File: config.mk
export PLATFORM = sky130hd
export DESIGN_NAME = mem_access_unit
export DESIGN_NICKNAME = d
export VERILOG_FILES = /design/src/rtl/mem_access_unit.sv
export SDC_FILE = /design/constraint.sdc
export NUM_CORES = 1
export LEC_CHECK = 0
export BUFFER_PORTS_ARGS = -buffer_cell sky130_fd_sc_hd__buf_2
export CORE_MARGIN = 2
export CORE_UTILIZATION = 43
export DETAILED_ROUTE_END_ITERATION = 8
export GPL_TIMING_DRIVEN = 0
export PLACE_DENSITY = 0.76
export SETUP_SLACK_MARGIN = 0.02
export SLEW_MARGIN = 10
export SYNTH_ARGS = -nofsm -noshare
export SYNTH_HDL_FRONTEND = slang
export SYNTH_SLANG_ARGS = --single-unit
export TNS_END_PERCENT = 50
File: constraint.sdc
create_clock -name clk -period 1.67 [get_ports clk]
set_input_delay 0.0835 -clock clk [delete_from_list [all_inputs] [get_ports clk]]
set_output_delay 0.0835 -clock clk [all_outputs]
set_load 0.02 [all_outputs]
File: src/rtl/mem_access_unit.sv
// Load/store unit between the pipeline and a word-wide handshaked memory.
// Supports LW/SW/LB/SB, flags misaligned word accesses and memory timeouts.
module mem_access_unit #(
    parameter int TIMEOUT = 16
) (
    input  logic        clk,
    input  logic        rst_n,
    input  logic        memRead,
    input  logic        memWrite,
    input  logic        isByte,
    input  logic [31:0] address,
    input  logic [31:0] writeData,
    output logic        stall,
    output logic [31:0] readData,
    output logic        loadValid,
    output logic        alignErr,
    output logic        busErr,
    output logic        memReq,
    output logic        memWe,
    output logic [29:0] memAddr,
    output logic [31:0] memWData,
    output logic [3:0]  memBe,
    input  logic        memAck,
    input  logic [31:0] memRData
);

    typedef enum logic [1:0] {IDLE, WAIT, DONE} state_t;

    localparam logic [7:0] TO_LAST = 8'(TIMEOUT - 1);

    state_t      r_state;
    state_t      w_next;
    logic [7:0]  r_cnt;
    logic        r_we;
    logic        r_isload;
    logic        r_isbyte;
    logic [1:0]  r_lane;
    logic [29:0] r_addr;
    logic [31:0] r_wdata;
    logic [3:0]  r_be;
    logic [31:0] r_rdata;
    logic        r_buserr;

    logic        w_access;
    logic        w_aligned;
    logic        w_start;
    logic        w_timeout;

    function automatic logic [31:0] lane_sext(input logic [31:0] data, input logic [1:0] lane);
        logic [7:0] b;
        case (lane)
            2'd0:    b = data[7:0];
            2'd1:    b = data[15:8];
            2'd2:    b = data[23:16];
            default: b = data[31:24];
        endcase
        return {{24{b[7]}}, b};
    endfunction

    assign w_access  = memRead | memWrite;
    assign w_aligned = isByte | (address[1:0] == 2'b00);
    assign w_start   = (r_state == IDLE) & w_access & w_aligned;
    assign w_timeout = (r_cnt == TO_LAST);

    always_comb begin
        w_next = r_state;
        case (r_state)
            IDLE:    if (w_start) w_next = WAIT;
            WAIT:    if (memAck || w_timeout) w_next = DONE;
            default: w_next = IDLE;
        endcase
    end

    // Request-side outputs are gated with rst_n so reset masks them even while decode inputs are live.
    assign stall     = rst_n & (w_start | (r_state == WAIT));
    assign alignErr  = rst_n & (r_state == IDLE) & w_access & ~w_aligned;
    assign memReq    = (r_state == WAIT);
    assign loadValid = (r_state == DONE) & r_isload;
    assign busErr    = (r_state == DONE) & r_buserr;
    assign readData  = r_rdata;
    assign memWe     = r_we;
    assign memAddr   = r_addr;
    assign memWData  = r_wdata;
    assign memBe     = r_be;

    always_ff @(posedge clk or negedge rst_n) begin
        if (!rst_n) begin
            r_state  <= IDLE;
            r_cnt    <= '0;
            r_we     <= 1'b0;
            r_isload <= 1'b0;
            r_isbyte <= 1'b0;
            r_lane   <= '0;
            r_addr   <= '0;
            r_wdata  <= '0;
            r_be     <= '0;
            r_rdata  <= '0;
            r_buserr <= 1'b0;
        end else begin
            r_state <= w_next;
            case (r_state)
                IDLE: if (w_start) begin
                    r_we     <= memWrite;
                    r_isload <= ~memWrite;
                    r_isbyte <= isByte;
                    r_lane   <= address[1:0];
                    r_addr   <= address[31:2];
                    r_wdata  <= (memWrite && isByte) ? {4{writeData[7:0]}} : writeData;
                    r_be     <= (memWrite && isByte) ? (4'b0001 << address[1:0]) : 4'b1111;
                    r_cnt    <= '0;
                    r_buserr <= 1'b0;
                end
                WAIT: begin
                    // An ack on the final allowed cycle still counts as success.
                    if (memAck) begin
                        r_rdata  <= r_isbyte ? lane_sext(memRData, r_lane) : memRData;
                        r_buserr <= 1'b0;
                    end else if (w_timeout) begin
                        r_rdata  <= '0;
                        r_buserr <= 1'b1;
                    end else begin
                        r_cnt <= r_cnt + 8'd1;
                    end
                end
                default: ;
            endcase
        end
    end

endmodule
==> impl_metrics.yaml <==
synthesis:
  avgSynthCellArea_um2: 11.48
  synth_ff_type: "dfrtp_1"
  synth_cell_types: 37
  synth.cell_area_um2: 4970
  synth-edff-count: 0
  yosysWarnings: 0
  synthXorXnorAreaFrac_pct: 0.7049
  ys_async_sr_fraction_pct: 100.0
  synth.top_cell.area_share_pct: 57.40
  syn_nets: 536
  synthSimpleGateAreaFrac_pct: 9.743
  synth_adder_area_share_pct: 0.2518
  synth_top_family_by_area: "compound AO/OA/AOI/OAI gates"
  seq_area_frac_synth_pct: 57.40
  synthMuxAreaShare_pct: 11.25
  synth-compound-area-share_pct: 17.02
  synth_seq_cells: 114
  synth_area_leaders: "dfrtp_1, mux2_2, o2bb2ai_1, nor2_1, o21ai_0"
  yosysTopAreaCell: "dfrtp_1"
  syn_inst: 433
sta:
  max-slew-margin-rel_pct: 69.14
  drv_slew: 0
  hold_violations: 0
  whs_ns: 0.03171
  fin_ws_ns: 0.03406
  period_minus_slack_ns: 1.636
  rsz0062_at_grt: "true"
  fin_skew_ns: 0.009952
  clock.fmax_ghz: 0.6113
  fin_setup_tns_ns: 0
  setup_viol: 0
  period_share_pct: 97.96
  worst_pin_slew_ns: 0.4628
cts:
  ctsHtreeMaxLevel: 4
  cts_buffers: 17
  clk_latency_ns: 0.41
  clkSinkCount: 114
  path_clk_slew_ns: 0.05
  cts_tree: "yes"
  clk_path_buf_depth: 2
  cts_root_buf: "clkbuf_16"
layout:
  n_antenna_cell: 0
  fin_nets: 855
  syn2layout_area_growth_pct: 58.33
  drive_above_1_share_pct: 42.61
  fin_cells: 908
place:
  placedCellCount: 780
  finalWeightedCongestion: 0.8902
  port_buffers: 203
  dp_slack_ns: -0.2481
  hpwl_um: 10360
critical_path:
  worstPathMaxFanout: 5
  critical_path_required_ns: 1.59
  worstSetupEndpoint: "stall"
  crit_type: "reg2out"
  arrival_ns: 1.55
  startpoint: "r_state[0]"
  r2r_slack_ns: 0.05
  regToRegEndpoint: "readData[28]"
  r2r_cells: 5
  reg2reg_from: "r_cnt[5]"
  cp-end-kind: "output port"
  startpoint_type: "register"
route:
  postRouteAntennaNets: 0
  drt_iter0_markers: 341
  wl_per_cell_um: 18.10
  drc: 0
  via_count: 4942
  avgViaCountPerCell: 5.443
  wirelength_um: 16430
  first_pass_iters: 6
floorplan:
  dieArea_um2: 12430
  start_util_pct: 43.71
  coreArea_um2: 11370
  num_io_pins: 206
  die_h_um: 111.5
  fp-row-count: 39
  die_w_um: 111.5
pwr:
  power.density_nw_per_um2: 1839
  p_leak_nw: 3.794
  ir_drop_uv: 1224
global_route:
  track_usage_pct: 26.24
  grt_first_pass_wirelength_um: 25900
  overflow: 0
  grt_max_degree: 77
  grt_pass1_vias: 5204
  antenna_found_initial: 0
flow_run:
  cap_violations: 0
hold_path:
  min_path_type: "in2reg"
outcome:
  outcome: "finished, final reports clean"
-- state kept, by name, indices dropped and copies added, names as in the netlist --
register	cells
memBe	4
r_lane	2
memWe	1
r_state	2
r_cnt	8
memWData	32
r_isbyte	1
memAddr	30
r_buserr	1
r_isload	1
readData	32
-- final cells by class --
type	count	area [µm²]
plain buffers	28	177.7
clock buffers	23	478.0
clock inverters	9	128.9
fillers	782	3501
inverters	6	22.52
multi-input cells	283	1992
flip-flops and latches	114	2855
well taps	143	178.9
repair buffers	302	2036
-- critical path, cell delays in order (launching register included) --
cell and delay, ns:
dfrtp_2 0.43, nor2_4 0.15, o21ai_2 0.10, nor2_2 0.18, o21a_1 0.14, buf_4 0.14
-- power breakdown --
part / leakage (nW) / switching (mW) / internal (mW)
registers: 1.39 / 0.791 / 4.04
clock network: 0.293 / 1.22 / 2.46
logic: 2.11 / 3.57 / 2.39
-- stage by stage --
stage | total power, mW | util (%) | area, µm²
finish | 14.47 | 69.21 | 7869
global placement | 10.18 | 54.22 | 6165
CTS | 14.33 | 68.34 | 7770
floorplan | 8.261 | - | 4970
global route | 15.21 | 69.21 | 7869
detailed placement | 10.35 | 54.52 | 6198
-- cells in the mapped netlist (all sizes together), types with 2 or more instances --
cell type	n
nand3	3
xnor2	4
nand2	40
nor2	43
o2bb2ai	35
nor3	4
o21ai	32
o221ai	8
clkbuf	13
a21oi	29
nor4	2
dfrtp	114
o21a	2
a22oi	3
mux2	47
mux2i	3
and3	9
inv	6
o211ai	2
o22a	7
buf	17
and3b	2
-- cell usage in the layout (no fill, tap or decap), types with 4 or more instances in the layout --
cell           netlist  layout
buf_2               12     208
dfrtp_1            114     112
dlygate4sd3_1        0      87
mux2_2              47      47
nor2_1              42      40
nand2_1             40      39
o2bb2ai_1           35      34
o21ai_0             31      30
a21oi_1             29      29
clkbuf_16            0      18
clkbuf_1            13      14
buf_4                2      12
and3_1               9       9
buf_6                3       8
o22a_1               7       7
o221ai_1             7       7
inv_1                6       6
xnor2_1              4       4
-- cell families (layout without fill, tap and decap cells) --
group | Yosys count | count (layout)
AOI/OAI and AO/OA | 121 | 121
xor gates and xnor gates | 4 | 4
adders and majority gates | 1 | 1
buffers and inverters | 36 | 368
DFF | 114 | 114
muxes | 50 | 50
and+or+nand+nor | 107 | 107
-- worst min-delay path by stage --
stage	startpoint	to	slack (ns)	depth (start not counted)
finish	writeData[13]	memWData[13]	0.03	3
floorplan	rst_n	memAddr[0]	-0.21	0
global route	writeData[13]	memWData[13]	0.03	3
detailed placement	rst_n	memWData[25]	0.02	1
CTS	writeData[13]	memWData[13]	0.009	3
global placement	address[20]	memAddr[18]	0.32	2
-- per-layer routing --
metal | track usage (%) | share of wire, %
met5 | 0 | 0
met4 | 13.74 | 3.6
met3 | 8.492 | 7.7
met2 | 44.27 | 50
met1 | 29.89 | 38
-- timing repair --
item,in CTS,in global routing
buffers inserted,4,5
pin swaps,1,6
endpoints found under the setup margin,31,56
hold buffers,88,0
cloned,0,1
endpoints found under the hold margin,126,0
resized for setup,14,13
Power figures use the tool's default switching activity.
